==> src/rtl/mig_cmd_scheduler.sv <==
// mig_cmd_scheduler: registered owner-grant scheduler for the single MIG DDR2
// command/address FIFO, shared by the write-burst and read-burst engines.
// One engine owns the FIFO per burst. Every release passes through one dead
// TURN cycle and one IDLE cycle before the next grant. Reads win ties until
// MAX_RD_RUN consecutive reads have blocked a pending write.
//
// Optional feature: define SCHED_WATCHDOG_EN to enable a per-grant watchdog.
// A grant lasting TIMEOUT cycles is force-released and sets sticky sched_err.
//
// Ports:
//   clk, reset (async, active-low), phy_init_done  - clock, reset, MIG calibrated
//   wr_req/wr_cmd/wr_addr/wr_af_we/wr_done          - write engine side
//   rd_req/rd_cmd/rd_addr/rd_af_we/rd_done          - read engine side
//   wr_gnt, rd_gnt                                  - registered ownership grants
//   cmd, address, af_we                             - to MIG app_cmd/app_addr/app_af_wren
//   sched_err                                       - sticky watchdog error
module mig_cmd_scheduler #(
  parameter int unsigned ADDR_W     = 31,
  parameter int unsigned MAX_RD_RUN = 4,
  parameter int unsigned TIMEOUT    = 1024
) (
  input  logic              clk,
  input  logic              reset,
  input  logic              phy_init_done,
  input  logic              wr_req,
  input  logic [2:0]        wr_cmd,
  input  logic [ADDR_W-1:0] wr_addr,
  input  logic              wr_af_we,
  input  logic              wr_done,
  input  logic              rd_req,
  input  logic [2:0]        rd_cmd,
  input  logic [ADDR_W-1:0] rd_addr,
  input  logic              rd_af_we,
  input  logic              rd_done,
  output logic              wr_gnt,
  output logic              rd_gnt,
  output logic [2:0]        cmd,
  output logic [ADDR_W-1:0] address,
  output logic              af_we,
  output logic              sched_err
);

  localparam int unsigned RunW = $clog2(MAX_RD_RUN + 1);

  typedef enum logic [2:0] {StWaitInit, StIdle, StRdOwn, StWrOwn, StTurn} state_e;

  state_e            state_q, state_d;
  logic [RunW-1:0]   rd_run_q, rd_run_d;
  logic              rd_gnt_q, wr_gnt_q;
  logic [ADDR_W-1:0] addr_q;
  logic              timeout;
  logic              rd_release, wr_release;

`ifdef SCHED_WATCHDOG_EN
  localparam int unsigned CntW = $clog2(TIMEOUT + 1);

  logic [CntW-1:0] cnt_q;
  logic            err_q;
  logic            owning;

  assign owning  = (state_q == StRdOwn) || (state_q == StWrOwn);
  // Fires in the TIMEOUT-th owning cycle so the grant lasts exactly TIMEOUT cycles.
  assign timeout = owning && (cnt_q == CntW'(TIMEOUT - 1));

  always_ff @(posedge clk or negedge reset) begin
    if (!reset) begin
      cnt_q <= '0;
      err_q <= 1'b0;
    end else begin
      // Only IDLE leads into an owning state, so the count is zero on entry.
      cnt_q <= owning ? cnt_q + CntW'(1) : '0;
      err_q <= err_q | timeout;
    end
  end

  assign sched_err = err_q;
`else
  logic unused_timeout;
  assign unused_timeout = ^TIMEOUT;
  assign timeout       = 1'b0;
  assign sched_err     = 1'b0;
`endif

  // Done pulses from the non-owner never reach the FSM.
  assign rd_release = (state_q == StRdOwn) && (rd_done || timeout);
  assign wr_release = (state_q == StWrOwn) && (wr_done || timeout);

  always_comb begin
    state_d  = state_q;
    rd_run_d = rd_run_q;
    unique case (state_q)
      StWaitInit: if (phy_init_done) state_d = StIdle;
      StIdle: begin
        if (!phy_init_done) begin
          state_d = StWaitInit;
        end else if (rd_req && (!wr_req || (rd_run_q < RunW'(MAX_RD_RUN)))) begin
          state_d = StRdOwn;
        end else if (wr_req) begin
          state_d = StWrOwn;
        end
      end
      StRdOwn: begin
        if (rd_release) begin
          state_d = StTurn;
          if (rd_run_q != RunW'(MAX_RD_RUN)) rd_run_d = rd_run_q + RunW'(1);
        end
      end
      StWrOwn: begin
        if (wr_release) begin
          state_d  = StTurn;
          rd_run_d = '0;
        end
      end
      StTurn:  state_d = phy_init_done ? StIdle : StWaitInit;
      default: state_d = StWaitInit;
    endcase
    // The run only counts reads that actually held off a waiting write.
    if ((state_d == StIdle) && (state_q != StIdle) && !wr_req) rd_run_d = '0;
  end

  always_ff @(posedge clk or negedge reset) begin
    if (!reset) begin
      state_q  <= StWaitInit;
      rd_run_q <= '0;
      rd_gnt_q <= 1'b0;
      wr_gnt_q <= 1'b0;
      addr_q   <= '0;
    end else begin
      state_q  <= state_d;
      rd_run_q <= rd_run_d;
      rd_gnt_q <= (state_d == StRdOwn);
      wr_gnt_q <= (state_d == StWrOwn);
      addr_q   <= address;
    end
  end

  // Steered from the grant flops only, so a non-granted strobe can never leak.
  always_comb begin
    cmd     = '0;
    address = addr_q;
    af_we   = 1'b0;
    if (rd_gnt_q) begin
      cmd     = rd_cmd;
      address = rd_addr;
      af_we   = rd_af_we;
    end else if (wr_gnt_q) begin
      cmd     = wr_cmd;
      address = wr_addr;
      af_we   = wr_af_we;
    end
  end

  assign rd_gnt = rd_gnt_q;
  assign wr_gnt = wr_gnt_q;

endmodule

==> config.mk <==
export PLATFORM = sky130hd
export DESIGN_NAME = mig_cmd_scheduler
export DESIGN_NICKNAME = d
export VERILOG_FILES = /design/src/rtl/mig_cmd_scheduler.sv
export SDC_FILE = /design/constraint.sdc
export NUM_CORES = 1
export LEC_CHECK = 0
export CAP_MARGIN = 20
export CORE_MARGIN = 2
export CORE_UTILIZATION = 41
export DETAILED_ROUTE_END_ITERATION = 16
export PLACE_DENSITY_LB_ADDON = 0.12
export RECOVER_POWER = 25
export SLEW_MARGIN = 20
export SYNTH_ARGS = -nofsm -noshare
export SYNTH_HDL_FRONTEND = slang
export SYNTH_SLANG_ARGS = --single-unit
export TNS_END_PERCENT = 5
==> constraint.sdc <==
create_clock -name clk -period 3.5 [get_ports clk]
set_clock_uncertainty 0.15 [all_clocks]
set_input_delay 0.7 -clock clk [delete_from_list [all_inputs] [get_ports clk]]
set_output_delay 0.7 -clock clk [all_outputs]
set_load 0.005 [all_outputs]
# == Yosys cells after proc, flatten, opt, wreduce, memory -nomap -nowiden ==
# Index checks and enable logic that the tools add are counted.
# classes
addsub,1
n_reduce_logical,10
magnitude_cmp,1
n_eq_ne,12
n_mux,19
# op_table
op,count
$mux W31,2
$mux W3,12
$pmux W3 S5,1
$eq A3 B2 Y1 const B,4
$eq A3 B1 Y1 const B,2
$ne A3 B1 Y1 const B,2
$ne A3 B2 Y1 const B,2
$pmux W3 S2,1
$logic_and A1 B1 Y1,5
$reduce_and A4 Y1,1
$add A3 B1 Y3 const B,1
$eq A3 B3 Y1 const B,1
$logic_not A3 Y1,1
$lt A3 B3 Y1 const B,1
$mux W1,3
$ne A3 B3 Y1 const B,1
$reduce_bool A3 Y1,1
$logic_not A1 Y1,1
$logic_or A1 B1 Y1,1
# word_totals
ff_bits,39
wordCells,48
input_bits,77
output_inout_bits,38

# == Depth between registers and ports, before layout ==
# Gate-level depths: netlist of the first run.
# logic_depth
depth_word,11
depth_mapped,6
depth_no_buf,6

# == Worst setup path before layout of the first run ==
# Ideal clock, no wire load.
# synth_timing
kind,flip-flop to output port
startpoint,register rd_gnt_q (netlist: rd_gnt)
endpoint,output address[20]
required_time_ns,2.650
arrival_time_ns,1.139
stages_incl_launch_ff,5
n_path_buf,2
path_slack_ns,1.511
cell_sequence,dfrtp_1 clkbuf_1 buf_1 nand2_1 o21ai_1
# synth_between
elab_chain_cells,1
# synth_lines
item,line_no,rtl
"start, declared",49,"logic rd_gnt_q, wr_gnt_q;"
"start signal, assigned",131,rd_gnt_q <= (state_d == StRdOwn);
$mux W31,142,if (rd_gnt_q) begin
"end, declared",38,"output logic [ADDR_W-1:0] address,"
# No other way between the ends.

# == Worst setup path in the final report of the first run ==
# layout_timing
startpoint,register wr_gnt_q (netlist: wr_gnt)
endpoint,output address[26]
# layout_between
elab_chain_cells,2
# layout_lines
item,line_no,rtl
"start, declared",49,
"start signal, assigned",132,wr_gnt_q <= (state_d == StWrOwn);
$mux W31,146,end else if (wr_gnt_q) begin
$mux W31,142,
# No other way between the ends.

==> results.md, run 1 <==
* Unique masters post-synth at 29
* WL per Instance at ~14 um
* Total grt overflow at 0
* All-Layer GR Usage at 0.188
* Worst hold start: addr_q[12]$_DFF_PN0_
* Inserted Clock Buffers at 5
* Residual DRC count at 0
* Cell Pwr Density at 702 nW/um2
* Clock Sinks at 39
* Nets@finish at 380
* Cells resized by post-CTS repair at 0
* Maximum clock frequency at approximately 340 MHz
* Die H at 73.0 um
* Htree depth at 2
* Post-route ant nets at 0
* Failing checks: capacitance limit, slew limit
* Worst-Skew Late Latency at 0.29 ns
* Leak at 1.27 nW
* DP Wirelength at 3770 um
* CP max-delay cell: dfrtp_2
* Vias/cell at slightly below 5
* Global-route wire length before repair at 7560 um
* Mapped Cells at 191
* Hold Path Stages at 2
* Initial DRC count at approximately 60
* Full die area at 5330 um2
* Area Overhead vs Synth at 64.0%
* Mean area per synthesized cell at 10.2 um2
* Status: finished, violations left
* Gpl congestion at 0.800
* CTS Hold Bufs at 0
* WS Path Type: reg2out
* Root Buffer: clkbuf_8
* Synth Register Bits at 39
* Final Hold Vio Count at 0
* Rows at 25
* Clock transition at path regs at 0.07 ns
* Flop2flop setup slack at 1.71 ns
* Setup WS post-layout at 0.517 ns
* Largest family of logic cells by synthesized area: multiplexers
* Max VDD drop at 0.000368 V
* Cell Chain, Critical Path: buf_4 > mux2i_1 > o21ai_1 > clkdlybuf4s50_1
* CTS Buffer Depth at 2
* Mapped cell area at between 1500 and 2000 um2
* Seq/Total Area, Yosys at 0.500
* WP data required at 2.65 ns
* Post-Synth XOR/XNOR Area at 0
* Multiplexer area fraction after synthesis at 0.177
* Period utilization at 0.852
* Crit start category: flop
* Most frequent cells in the layout: clkdlybuf4s50_1, dfrtp_1, nand2_1, mux2i_1, o21ai_1
* Worst slew margin at -0.398
* Total number of vias at around 1800
* Max Cap Violations at 1
* Commonest non-fill, non-tap cell in the layout: clkdlybuf4s50_1
* # setup viols final at 0
* Number of diodes at 0
* Core Box Area at 4660 um2
* CTS tree: yes
* Synth Area in Adders at 0.0128
* R2r startpoint: state_q[0]$_DFF_PN0_
* Dpl ws at 0.647 ns
* Post-CTS setup buffer count at 0
* Final min period at 2.98 ns
* Worst path max stage delay at just over 0.7 ns
* Yosys warning count at 0
* CP arrival at 2.13 ns
* Setup TNS at 0 ns
* Share of layout cells above drive strength 1 at 0.0662
* Vias in the first global route at around 1600
* Simple-gate area share of the yosys netlist at 0.110
* Unrepaired setup endpoints after global routing: no
* Placed insts at 348
* Routed wire length at slightly above 5000 um
* Worst hold path class: reg2reg
* Final Max Slew Viols at 40
* Final non-filler cell total at 356
* Die X at between 70 and 80 um
* Worst Hold Path EP: addr_q[12]$_DFF_PN0_
* Initial antenna violation count at 0
* Reg2reg path depth at 5
* DR pass1 iterations at 4
* PortBufs at 113
* Hold Slack at 0.421 ns
* Compound-Gate Fraction of Synth Area at 0.156
* Post-Syn Nets at 270
* I/O pin count at 115
* Worst Max-Slew Pin Slew at 2.10 ns
* Starting density of the core at 0.419
* Layout Utilization at 0.687
* Crit path max fanout at 20
* Critical path endpoint category: output port
* Reg2reg end: rd_run_q[2]$_DFFE_PN0P_
* Largest net degree at the start of global routing at 40
==> how the worst max path moves through the flow <==
stage	startpoint	to	slack, ns
after floorplan	rd_gnt$_DFF_PN0_	address[20]	1.51
after global placement	wr_addr[0]	address[0]	0.71
after detailed placement	wr_addr[14]	address[14]	0.65
after CTS	wr_gnt$_DFF_PN0_	address[21]	0.49
after global routing	wr_gnt$_DFF_PN0_	address[26]	0.38
final	wr_gnt$_DFF_PN0_	address[26]	0.52
==> cell families (layout without fill, tap and decap cells) <==
family,after synthesis,count (layout)
simple gates,48,48
mux,34,34
compound gates,49,49
flops,39,39
fa+ha+maj,2,2
other cells,1,1
buf+inv,18,129
==> power breakdown <==
| group | switching (mW) | internal (mW) |
|---|---|---|
| combinational | 0.457 | 0.713 |
| clock | 0.160 | 0.136 |
| sequential | 0.129 | 0.652 |
| total | 0.746 | 1.50 |
==> worst max-delay path: cells and delay by family (launching register included) <==
kind	cells	cell delay (ns)
buffers and inverters	2	0.83
AOI/OAI and AO/OA	1	0.18
muxes	1	0.10
DFF	1	0.72
==> Yosys cell counts, drive strengths merged <==
master / n / share of area
nand2: 36 / 0.069
inv: 4 / 0.0077
mux2: 1 / 0.0077
o211ai: 1 / 0.0038
a31o: 1 / 0.0045
a22o: 4 / 0.018
nand3b: 1 / 0.0038
mux2i: 33 / 0.17
nand2b: 4 / 0.017
buf: 6 / 0.019
clkinv: 1 / 0.0026
ha: 2 / 0.013
o21ai: 32 / 0.082
a21boi: 1 / 0.0038
and2: 2 / 0.0064
a221oi: 1 / 0.0077
conb: 1 / 0.0019
dfrtp: 39 / 0.50
a21oi: 7 / 0.020
nor2b: 3 / 0.0096
clkbuf: 7 / 0.013
nor2: 2 / 0.0038
a311o: 1 / 0.0051
o32a: 1 / 0.012
==> layer usage <==
layer	part of all wire	routed length, um	track usage
met5	0	0	0
met4	0.012	59	0.0679
met3	0.084	424	0.0732
met2	0.48	2400	0.304
met1	0.43	2150	0.227
==> flip-flops by register name, summed over array words and instances, names as in the netlist <==
signal,count
rd_gnt,1
rd_run_q,3
wr_gnt,1
state_q,3
addr_q,31
==> area by class of cell <==
| type | instances | area [um2] |
|---|---|---|
| clock inverter | 3 | 15.0 |
| timing repair buffer | 116 | 1160 |
| inverter | 5 | 20.0 |
| multi-input combinational | 134 | 893 |
| clock buffer | 5 | 68.8 |
| sequential | 39 | 978 |
| fill | 385 | 1460 |
| tap | 54 | 67.6 |
==> through the flow <==
step | total power [mW] | area, um2
floorplan | 1.31 | 1950
global placement | 1.95 | 3120
detailed placement | 1.98 | 3120
CTS | 2.28 | 3200
global route | 2.42 | 3200
finish | 2.25 | 3200
No activity file was read; power rests on OpenSTA's default activity.
==> run 2: changes to the inputs <==
- CTS_BUF_LIST: unset -> sky130_fd_sc_hd__clkbuf_8 sky130_fd_sc_hd__clkbuf_16
==> results of run 2 <==
Same layout as run 1: the final DEF is identical, and so are final timing and power.
==> run 3: changes to the inputs <==
- CORE_UTILIZATION: 41 -> 34
- CTS_CLUSTER_DIAMETER: unset -> 60
- clock period: 3.5 -> 2.7 ns (I/O delays scaled with it)
==> run 3 against run 2 <==
Against the previous run: the run now ends clean; first-iteration DRC count is 15% higher; cell count rose by 5.9%; hold slack got worse by 0.041 ns; register-to-register slack got worse by 0.79 ns; critical path depth down 1; combinational power grew 33%; sequential share of layout area fell by 0.52 points; sequential power up 27%; global-route usage fell by 2.0 points; die area is 19% higher; count of clock-buffer cells in the layout up 1.
==> results.md, run 3 (synthesis gave the netlist of run 1 again) <==
* Status: finished, final reports clean
* Maximum clock frequency at 392 MHz
* Worst hold path class: in2async
* # setup viols final at 0 (unchanged)
* Critical path's top delay family: buffers and inverters
* Post-route ant nets at 0 (unchanged)
* Root Buffer: clkbuf_8
* Leak at 1.29 nW (+1.5%)
* Vias/cell at 4.68 (-5.7%)
* CP bufs+invs at 2 (unchanged)
* Starting density of the core at 0.353 (-0.0665)
* Global-route wire length before repair at 8310 um (+10%)
* PortBufs at 113 (unchanged)
* Worst Max-Slew Pin Slew at 1.32 ns (-0.778 ns)
* Clock transition at path regs at 0.08 ns (about the same)
* Nets@finish at 383 (+0.79%)
* Final Max Slew Viols at 0 (-100%)
* Register area at 981 um2 (+0.26%)
* Final min period at between 2 and 3 ns
* Worst-Skew Late Latency at 0.28 ns (about the same)
* Vias in the first global route at 1746 (+6.7%)
* Setup TNS at 0 ns (unchanged)
* WL per Instance at 13.7 um (-3.3%)
* Die X at 79.8 um (+9.3%)
* Gpl congestion at 0.749 (-6.4%)
* Biggest regs: addr_q x31, rd_run_q x3, state_q x3
* Multi-input gate area at 893 um2 (unchanged)
* Worst path max stage delay at 0.63 ns (-0.09 ns)
* Layout Utilization at 0.590 (-0.0976)
* Initial antenna violation count at 0 (unchanged)
* DR pass1 iterations at 4 (unchanged)
* Number of diodes at 0 (unchanged)
* Reg2reg path depth at 5 (unchanged)
* Largest net degree at the start of global routing at 35 (-13%)
* WS Path Type: reg2out
* Unrepaired setup endpoints after global routing: no
* CP arrival at 1.86 ns (-0.27 ns)
* WP data required at 2.01 ns (-0.64 ns)
* Flop2flop setup slack at 0.92 ns (-0.79 ns)
* Share of layout cells above drive strength 1 at 0.0689 (+0.00263)
* Total grt overflow at 0 (unchanged)
* CTS tree: yes
* Inserted Clock Buffers at 5 (unchanged)
* Max Cap Violations at 0 (-1)
* Final Hold Vio Count at 0 (unchanged)
* Max reg flops at 31 (unchanged)
* Residual DRC count at 0 (unchanged)
* Reg2reg end: rd_run_q[2]$_DFFE_PN0P_
* Routed wire length at 5160 um (+2.4%)
* Commonest non-fill, non-tap cell in the layout: clkdlybuf4s50_1
* CP max-delay cell: dfrtp_4
* Core Box Area at 5540 um2 (+19%)
* Crit start category: flop
* CTS Buffer Depth at 2 (unchanged)
* Worst slew margin at 0.121 (+0.519)
* Initial DRC count at 68 (+15%)
* Area Overhead vs Synth at 67.3%
* Cell Pwr Density at 905 nW/um2 (+29%)
* R2r startpoint: state_q[0]$_DFF_PN0_
* Max VDD drop at 0.000402 V (+9.2%)
* Clock Sinks at 39 (unchanged)
* Most frequent cells in the layout: clkdlybuf4s50_1, dfrtp_1, nand2_1, mux2i_1, o21ai_1
* Total number of vias at 1763 (-0.11%)
* Htree depth at 2 (unchanged)
* Rows at 27 (+8.0%)
* CTS Hold Bufs at 0 (unchanged)
* Critical path endpoint category: output port
* Dpl ws at 0.212 ns (-0.436 ns)
* Crit path max fanout at 30 (+50%)
* Fill count at 510 (+32%)
* I/O pin count at 115 (unchanged)
* Cell Chain, Critical Path: buf_12 > o21ai_1 > clkdlybuf4s50_1
* Die H at 79.8 um (+9.3%)
* All-Layer GR Usage at 0.168 (-0.0204)
* Period utilization at 0.945
* Full die area at 6370 um2 (+19%)
* DP Wirelength at 3920 um (+3.9%)
* Biggest register: addr_q
* Setup WS post-layout at 0.148 ns (-0.369 ns)
## run 3: changes by cell type in the layout (fill, tap and decap cells not counted), sizes merged
| cell | before | now |
|---|---|---|
| buf | 3 | 5 |
| clkinv | 4 | 2 |
| clkbuf | 6 | 8 |
| inv | 4 | 5 |
## run 3: metrics by stage
stage	power [mW]	hold slack (ns)	instance area, um2	cells
floorplan	1.70	0.0944	1950	191
global placement	2.57	0.398	3180	369
detailed placement	2.60	0.409	3180	369
CTS	3.00	0.0990	3270	377
global route	3.21	0.447	3270	377
finish	2.96	0.379	3270	377
## run 3: report_power, final
group / internal, mW / total [mW] / switching [mW]
clock: 0.202 / 0.397 / 0.195
sequential: 0.849 / 0.995 / 0.146
combinational: 0.946 / 1.56 / 0.619
## run 3: what timing repair did
item / in CTS / in global routing
setup buffers: 0 / 0
resized for setup: 0 / 1
setup endpoints to repair: 0 / 22
## run 3: layer usage
layer  GRT usage  part of all wire
met1       0.209              0.43
met2       0.293              0.51
met3      0.0351             0.059
met4      0.0458            0.0097
met5           0                 0
## run 3: how the worst max path moves through the flow
stage                                start     endpoint  slack [ns]  cells after the start
after CTS                 rd_gnt$_DFF_PN0_   address[0]        0.01                      4
final                     rd_gnt$_DFF_PN0_  address[26]        0.15                      3
after global placement         wr_addr[30]  address[30]        0.23                      4
after floorplan           rd_gnt$_DFF_PN0_  address[20]        0.87                      4
after detailed placement       wr_addr[26]  address[26]        0.21                      4
after global routing      rd_gnt$_DFF_PN0_   address[9]        0.01                      4
## run 3: worst reg2reg max path, stage by stage (launching register included)
cell	delay, ns
dfrtp_1	0.59
mux2_4	0.36
o32a_4	0.23
clkinv_2	0.06
a21oi_2	0.05
a221oi_2	0.26
## run 3: final cells by class
cell class,count,share of cell area
Timing Repair Buffer,119,0.365
Sequential cell,39,0.300
Multi-Input combinational cell,134,0.273
Tap cell,72,0.0276
Clock buffer,6,0.0253
Inverter,5,0.00613
Clock inverter,2,0.00268
